## src/rtl/uart_rx_fifo_pkg.sv

```systemverilog
// Shared UART definitions: frame FSM state encodings and bit-timing derivation,
// common to the receiver and transmitter.
package uart_rx_fifo_pkg;

   typedef enum logic [1:0] {
      ST_IDLE  = 2'd0,
      ST_START = 2'd1,
      ST_DATA  = 2'd2,
      ST_STOP  = 2'd3
   } uart_state_t;

   function automatic int bit_period(input int clk_hz, input int sclk_hz);
      return clk_hz / sclk_hz;
   endfunction

   function automatic int half_period(input int clk_hz, input int sclk_hz);
      return bit_period(clk_hz, sclk_hz) / 2;
   endfunction

endpackage

```

## src/rtl/uart_rx_fifo_sync_fifo.sv

```systemverilog
// First-word fall-through synchronous FIFO. Reports a dropped write when full
// with no pop in the same cycle.
module sync_fifo #(
   parameter int WIDTH      = 8,
   parameter int DEPTH_BITS = 4
) (
   input  logic                  clk,
   input  logic                  reset,
   input  logic                  wr_en,
   input  logic [WIDTH-1:0]      wr_data,
   input  logic                  rd_en,
   output logic [WIDTH-1:0]      rd_data,
   output logic [DEPTH_BITS:0]   count,
   output logic                  valid,
   output logic                  overflow
);

   localparam int DEPTH = 1 << DEPTH_BITS;

   logic [WIDTH-1:0]      mem [DEPTH];
   logic [DEPTH_BITS-1:0] wr_ptr;
   logic [DEPTH_BITS-1:0] rd_ptr;
   logic [DEPTH_BITS:0]   count_q;
   logic                  empty;
   logic                  full;
   logic                  pop;
   logic                  wr_ok;

   // count only reaches DEPTH when full, so its MSB is the full flag
   assign empty    = (count_q == '0);
   assign full     = count_q[DEPTH_BITS];
   assign pop      = rd_en && !empty;
   assign wr_ok    = wr_en && (!full || pop);
   assign overflow = wr_en && full && !pop;

   always_ff @(posedge clk) begin
      if (wr_ok) mem[wr_ptr] <= wr_data;
   end

   always_ff @(posedge clk) begin
      if (reset) begin
         wr_ptr  <= '0;
         rd_ptr  <= '0;
         count_q <= '0;
      end else begin
         if (wr_ok) wr_ptr <= wr_ptr + 1'b1;
         if (pop)   rd_ptr <= rd_ptr + 1'b1;
         case ({wr_ok, pop})
            2'b10:   count_q <= count_q + 1'b1;
            2'b01:   count_q <= count_q - 1'b1;
            default: count_q <= count_q;
         endcase
      end
   end

   assign count   = count_q;
   assign valid   = !empty;
   assign rd_data = empty ? '0 : mem[rd_ptr];

endmodule

```

## src/rtl/uart_rx_fifo.sv

```systemverilog
// 8N1 UART receiver feeding a byte FIFO, with sticky framing and overrun flags.
//
// state    | meaning
// ST_IDLE  | line idle, waiting for a low level (start edge)
// ST_START | timing to start-bit centre; high there rejects it as a glitch
// ST_DATA  | sampling 8 data bits LSB first, one per bit period at centre
// ST_STOP  | sampling stop bit at centre; high pushes byte, low flags framing error
module uart_rx_fifo
   import uart_rx_fifo_pkg::*;
#(
   parameter int CLK_HZ          = 40000000,
   parameter int SCLK_HZ         = 115200,
   parameter int COUNTER_WIDTH   = 9,
   parameter int FIFO_DEPTH_BITS = 4
) (
   input  logic                       clk,
   input  logic                       reset,
   input  logic                       uart_rxd,
   output logic [7:0]                 rx_data,
   output logic                       rx_valid,
   input  logic                       rx_ready,
   output logic [FIFO_DEPTH_BITS:0]   rx_count,
   output logic                       err_frame,
   output logic                       err_overrun,
   input  logic                       err_clear
);

   localparam int BIT_PERIOD = bit_period(CLK_HZ, SCLK_HZ);
   localparam int HALF       = half_period(CLK_HZ, SCLK_HZ);
   localparam logic [COUNTER_WIDTH-1:0] BIT_LAST  = COUNTER_WIDTH'(BIT_PERIOD - 1);
   localparam logic [COUNTER_WIDTH-1:0] HALF_LAST = COUNTER_WIDTH'(HALF - 1);

   logic                     rxd_meta;
   logic                     rxd_sync;
   uart_state_t              state_q,   state_d;
   logic [COUNTER_WIDTH-1:0] cnt_q,     cnt_d;
   logic [2:0]               bit_idx_q, bit_idx_d;
   logic [7:0]               shift_q,   shift_d;
   logic                     push;
   logic                     frame_err;
   logic                     fifo_overflow;

   always_ff @(posedge clk) begin
      if (reset) begin
         rxd_meta <= 1'b1;
         rxd_sync <= 1'b1;
      end else begin
         rxd_meta <= uart_rxd;
         rxd_sync <= rxd_meta;
      end
   end

   always_ff @(posedge clk) begin
      if (reset) begin
         state_q   <= ST_IDLE;
         cnt_q     <= '0;
         bit_idx_q <= '0;
         shift_q   <= '0;
      end else begin
         state_q   <= state_d;
         cnt_q     <= cnt_d;
         bit_idx_q <= bit_idx_d;
         shift_q   <= shift_d;
      end
   end

   always_comb begin
      state_d   = state_q;
      cnt_d     = cnt_q;
      bit_idx_d = bit_idx_q;
      shift_d   = shift_q;
      push      = 1'b0;
      frame_err = 1'b0;
      case (state_q)
         ST_IDLE: begin
            if (!rxd_sync) begin
               state_d = ST_START;
               cnt_d   = '0;
            end
         end
         ST_START: begin
            if (cnt_q == HALF_LAST) begin
               cnt_d     = '0;
               bit_idx_d = '0;
               state_d   = rxd_sync ? ST_IDLE : ST_DATA;
            end else begin
               cnt_d = cnt_q + 1'b1;
            end
         end
         ST_DATA: begin
            if (cnt_q == BIT_LAST) begin
               cnt_d     = '0;
               shift_d   = {rxd_sync, shift_q[7:1]};
               bit_idx_d = bit_idx_q + 3'd1;
               if (bit_idx_q == 3'd7) state_d = ST_STOP;
            end else begin
               cnt_d = cnt_q + 1'b1;
            end
         end
         ST_STOP: begin
            // back to IDLE at stop centre so the next start edge is caught
            if (cnt_q == BIT_LAST) begin
               cnt_d   = '0;
               state_d = ST_IDLE;
               if (rxd_sync) push      = 1'b1;
               else          frame_err = 1'b1;
            end else begin
               cnt_d = cnt_q + 1'b1;
            end
         end
         default: state_d = ST_IDLE;
      endcase
   end

   always_ff @(posedge clk) begin
      if (reset) begin
         err_frame   <= 1'b0;
         err_overrun <= 1'b0;
      end else begin
         if (frame_err)      err_frame <= 1'b1;
         else if (err_clear) err_frame <= 1'b0;
         if (fifo_overflow)  err_overrun <= 1'b1;
         else if (err_clear) err_overrun <= 1'b0;
      end
   end

   sync_fifo #(
      .WIDTH      (8),
      .DEPTH_BITS (FIFO_DEPTH_BITS)
   ) u_fifo (
      .clk      (clk),
      .reset    (reset),
      .wr_en    (push),
      .wr_data  (shift_q),
      .rd_en    (rx_ready),
      .rd_data  (rx_data),
      .count    (rx_count),
      .valid    (rx_valid),
      .overflow (fifo_overflow)
   );

endmodule
```

## config.mk

```make
export PLATFORM = sky130hd
export DESIGN_NAME = uart_rx_fifo
export DESIGN_NICKNAME = d
export VERILOG_FILES = /design/src/rtl/uart_rx_fifo_pkg.sv /design/src/rtl/uart_rx_fifo_sync_fifo.sv /design/src/rtl/uart_rx_fifo.sv
export SDC_FILE = /design/constraint.sdc
export NUM_CORES = 1
export LEC_CHECK = 0
export CAP_MARGIN = 10
export CORE_MARGIN = 2
export CORE_UTILIZATION = 60
export CTS_CLUSTER_DIAMETER = 120
export DETAILED_ROUTE_END_ITERATION = 8
export PLACE_DENSITY = 0.8
export SETUP_SLACK_MARGIN = 0.3
export SYNTH_ARGS = -nofsm -noshare
export SYNTH_HDL_FRONTEND = slang
export SYNTH_SLANG_ARGS = --single-unit
```

## constraint.sdc

```tcl
create_clock -name clk -period 6.05 [get_ports clk]
set_clock_uncertainty 0.1 [all_clocks]
set_input_delay 1.815 -clock clk [delete_from_list [all_inputs] [get_ports clk]]
set_output_delay 1.815 -clock clk [all_outputs]
set_load 0.01 [all_outputs]
```

==> impl_metrics.toml <==
[synth]
syn_avg_cell_area_sq_um = 15.0
syn_nets = 496
syn_inst = 477
yosysWarnings = 0
synth-edff-count = 128
synth_ff_type = "edfxtp_1"
synthArstFlopShare_pct = 0
synthesis.area_sq_um = 7170
ys_ff_latch = 171
netlist-cell-type-count = 54
ys_seq_area_share_pct = 65.6

[pwr]
power.density_cell_area_nw_per_um2 = 293
leakage_nw = 2.59
vdd_ir_drop_max_v = 0.000221

[setup_path]
critPathRequiredTime_ns = 4.14
max_stage_delay_ns = 0.73
worstReg2RegEnd = "u_fifo.count[4]"
end_kind = "primary output"
endpoint = "rx_data[7]"
reg2reg_depth = 10
crit_fanout = 18
r2r_setup_slack_ns = 2.82
arrival_ns = 2.89
cp_num_buf_inv = 2
cp-start-kind = "register"
worst-setup-path-type = "reg2out"
path_cells = "buf_4 > mux4_2 > mux2i_1 > o22ai_1 > clkdlybuf4s50_1"
reg2reg_from = "u_fifo.count[1]"
crit_cells = 5
critical-path-top-delay-family = "buffers and inverters"
critPathSlowestCell = "dfxtp_2"

[floorplan]
io_pins = 21
start_util_pct = 62.3
core_sq_um = 11500
rows = 39
die_w_microns = 113
die_height_microns = 113
fp.dieArea_sq_um = 12800

[drt]
wire_per_inst_microns = 21.1
drt-vias-per-instance = 6.17
routed_wl_microns = 13700
dr.pass1.iters = 5
final_antenna_net_count = 0
dr.first_iter.drc_count = 285
drc = 0
vias = 4020

[sta]
final_max_slew_viol_count = 0
fin_ws_ns = 1.25
relSlewSlack_pct = 23.0
rsz0062_at_grt = "false"
fin_crit_sh_pct = 79.3
tns_ns = 0
fmaxAchievable_mhz = 208
finalHoldViolCount = 0
fin_crit_ns = 4.80
setup_viol = 0
tightest_slew_ns = 1.15

[run]
cap_violations = 0

[clock_network]
ctsRootBufferMaster = "clkbuf_16"
cts.reportedPaths.clkPinSlew_ns = 0.06
clock_path_buffers = 2
postCtsResizedCells = 0
htree_levels = 4
cts_made_buffers = 17
cts.sink_count = 171
cts_setup_buffers = 0
clk_latency_ns = 0.42
cts-hold-fix-buffers = 0
tritoncts = "built"

[hold_path]
min_path_type = "reg2reg"
hold_start = "rxd_meta"

[placed_design]
io_buffers = 20
hpwlAfterDp_microns = 8630
gp_congestion = 0.820
pre_cts_ws_ns = 1.32

[global_routing]
overflow = 0
grt_max_degree = 35
grt_usage_pct = 23.1
grt_pass1_vias = 3966
antenna_found_initial = 0
grt_pass1_wl_microns = 21700

[final_layout]
layout-drive-gt1-share_pct = 16.7
fin_nets = 515
diodes = 0
final.fill_count = 745
final_common_cell = "edfxtp_1"
syn_to_final_growth_pct = 13.1
final_cell_mix = "128 x edfxtp_1, 42 x dfxtp_1, 34 x nor2_1, 32 x mux4_2, 27 x nand2_1"
layout.area.seq_sq_um = 4710
multi_input_area_sq_um = 2290

[run_status]
run_status = "completed"
-- per-stage QoR --
step,power (mW),hold WS [ns],utilization [%],instance area [sq um],instances
final,2.38,0.317,70.4,8110,652
after global routing,2.44,0.344,70.4,8110,652
after CTS,2.39,0.321,70.4,8110,651
after detailed placement,1.29,0.304,65.1,7490,619
after global placement,1.29,0.296,65.1,7490,619
after floorplan,1.28,0.289,-,7170,477
-- worst min-delay path by stage --
stage	to	slack (ns)	cells after the start
finish	rxd_sync	0.32	1
floorplan	rxd_sync	0.29	1
detailed placement	rxd_sync	0.30	1
CTS	rxd_sync	0.32	1
global placement	rxd_sync	0.30	1
global route	rxd_sync	0.34	1
-- sequential cells by signal, indices dropped and copies added, names as in the netlist, named ones only --
name and flops:
rxd_sync 1, shift_q 8, err_overrun 1, bit_idx_q 3, u_fifo.rd_ptr 4, err_frame 1, cnt_q 9, u_fifo.mem 128
state_q 1, u_fifo.wr_ptr 4, u_fifo.count 5, rxd_meta 1
-- layout make-up --
type | instances | area share, %
clock buffer | 17 | 5.25
clock inverter | 15 | 2.31
inverter | 12 | 0.555
multi-input combinational | 264 | 28.3
sequential | 171 | 58.0
tap | 143 | 2.21
timing repair buffer | 30 | 3.36
-- synth_stat cells, drive strengths merged (4+ instances only) --
master	number	area, sq um
edfxtp	128	3840
dfxtp	43	861
nor2	34	128
mux4	32	721
nand2	27	101
mux2i	25	250
a21oi	20	100
clkbuf	20	77.6
ha	14	175
o22ai	14	87.6
inv	12	45.0
buf	10	52.6
nor3	10	50.1
o21ai	9	45.0
nand2b	8	50.1
nand3	6	30.0
xor2	6	52.6
or3	5	31.3
a211o	4	35.0
nand3b	4	30.0
-- where the power goes --
part | leakage (nW) | switching (mW) | internal (mW) | total, mW
Clock | 0.286 | 0.453 | 0.656 | 1.11
Combinational | 0.772 | 0.0117 | 0.00673 | 0.0184
Sequential | 1.53 | 0.00292 | 1.24 | 1.25
Total | 2.59 | 0.468 | 1.91 | 2.38
-- logic make-up (layout without fill, tap and decap cells) --
kind of cell             Yosys count  count (layout)  share of synthesized area (%)
flip-flops                       171             171                           65.6
AND/OR/NAND/NOR                  120             120                           9.27
AO/OA/AOI/OAI                     66              66                           5.83
multiplexers                      57              57                           13.5
buffers and inverters             42              74                           2.44
adder cells (fa/ha/maj)           14              14                           2.44
XOR/XNOR                           7               7                          0.855
-- metal layers --
metal | track usage [%] | part of all wire (%) | routed length (microns) | vias to the layer above
met5 | 0 | 0 | 0 | -
met4 | 8.86 | 1.2 | 158 | 0
met3 | 4.93 | 5.2 | 717 | 12
met2 | 37.0 | 51 | 6940 | 115
met1 | 31.6 | 43 | 5910 | 2013
li1 | - | - | - | 1880
Power figures use the tool's default switching activity.
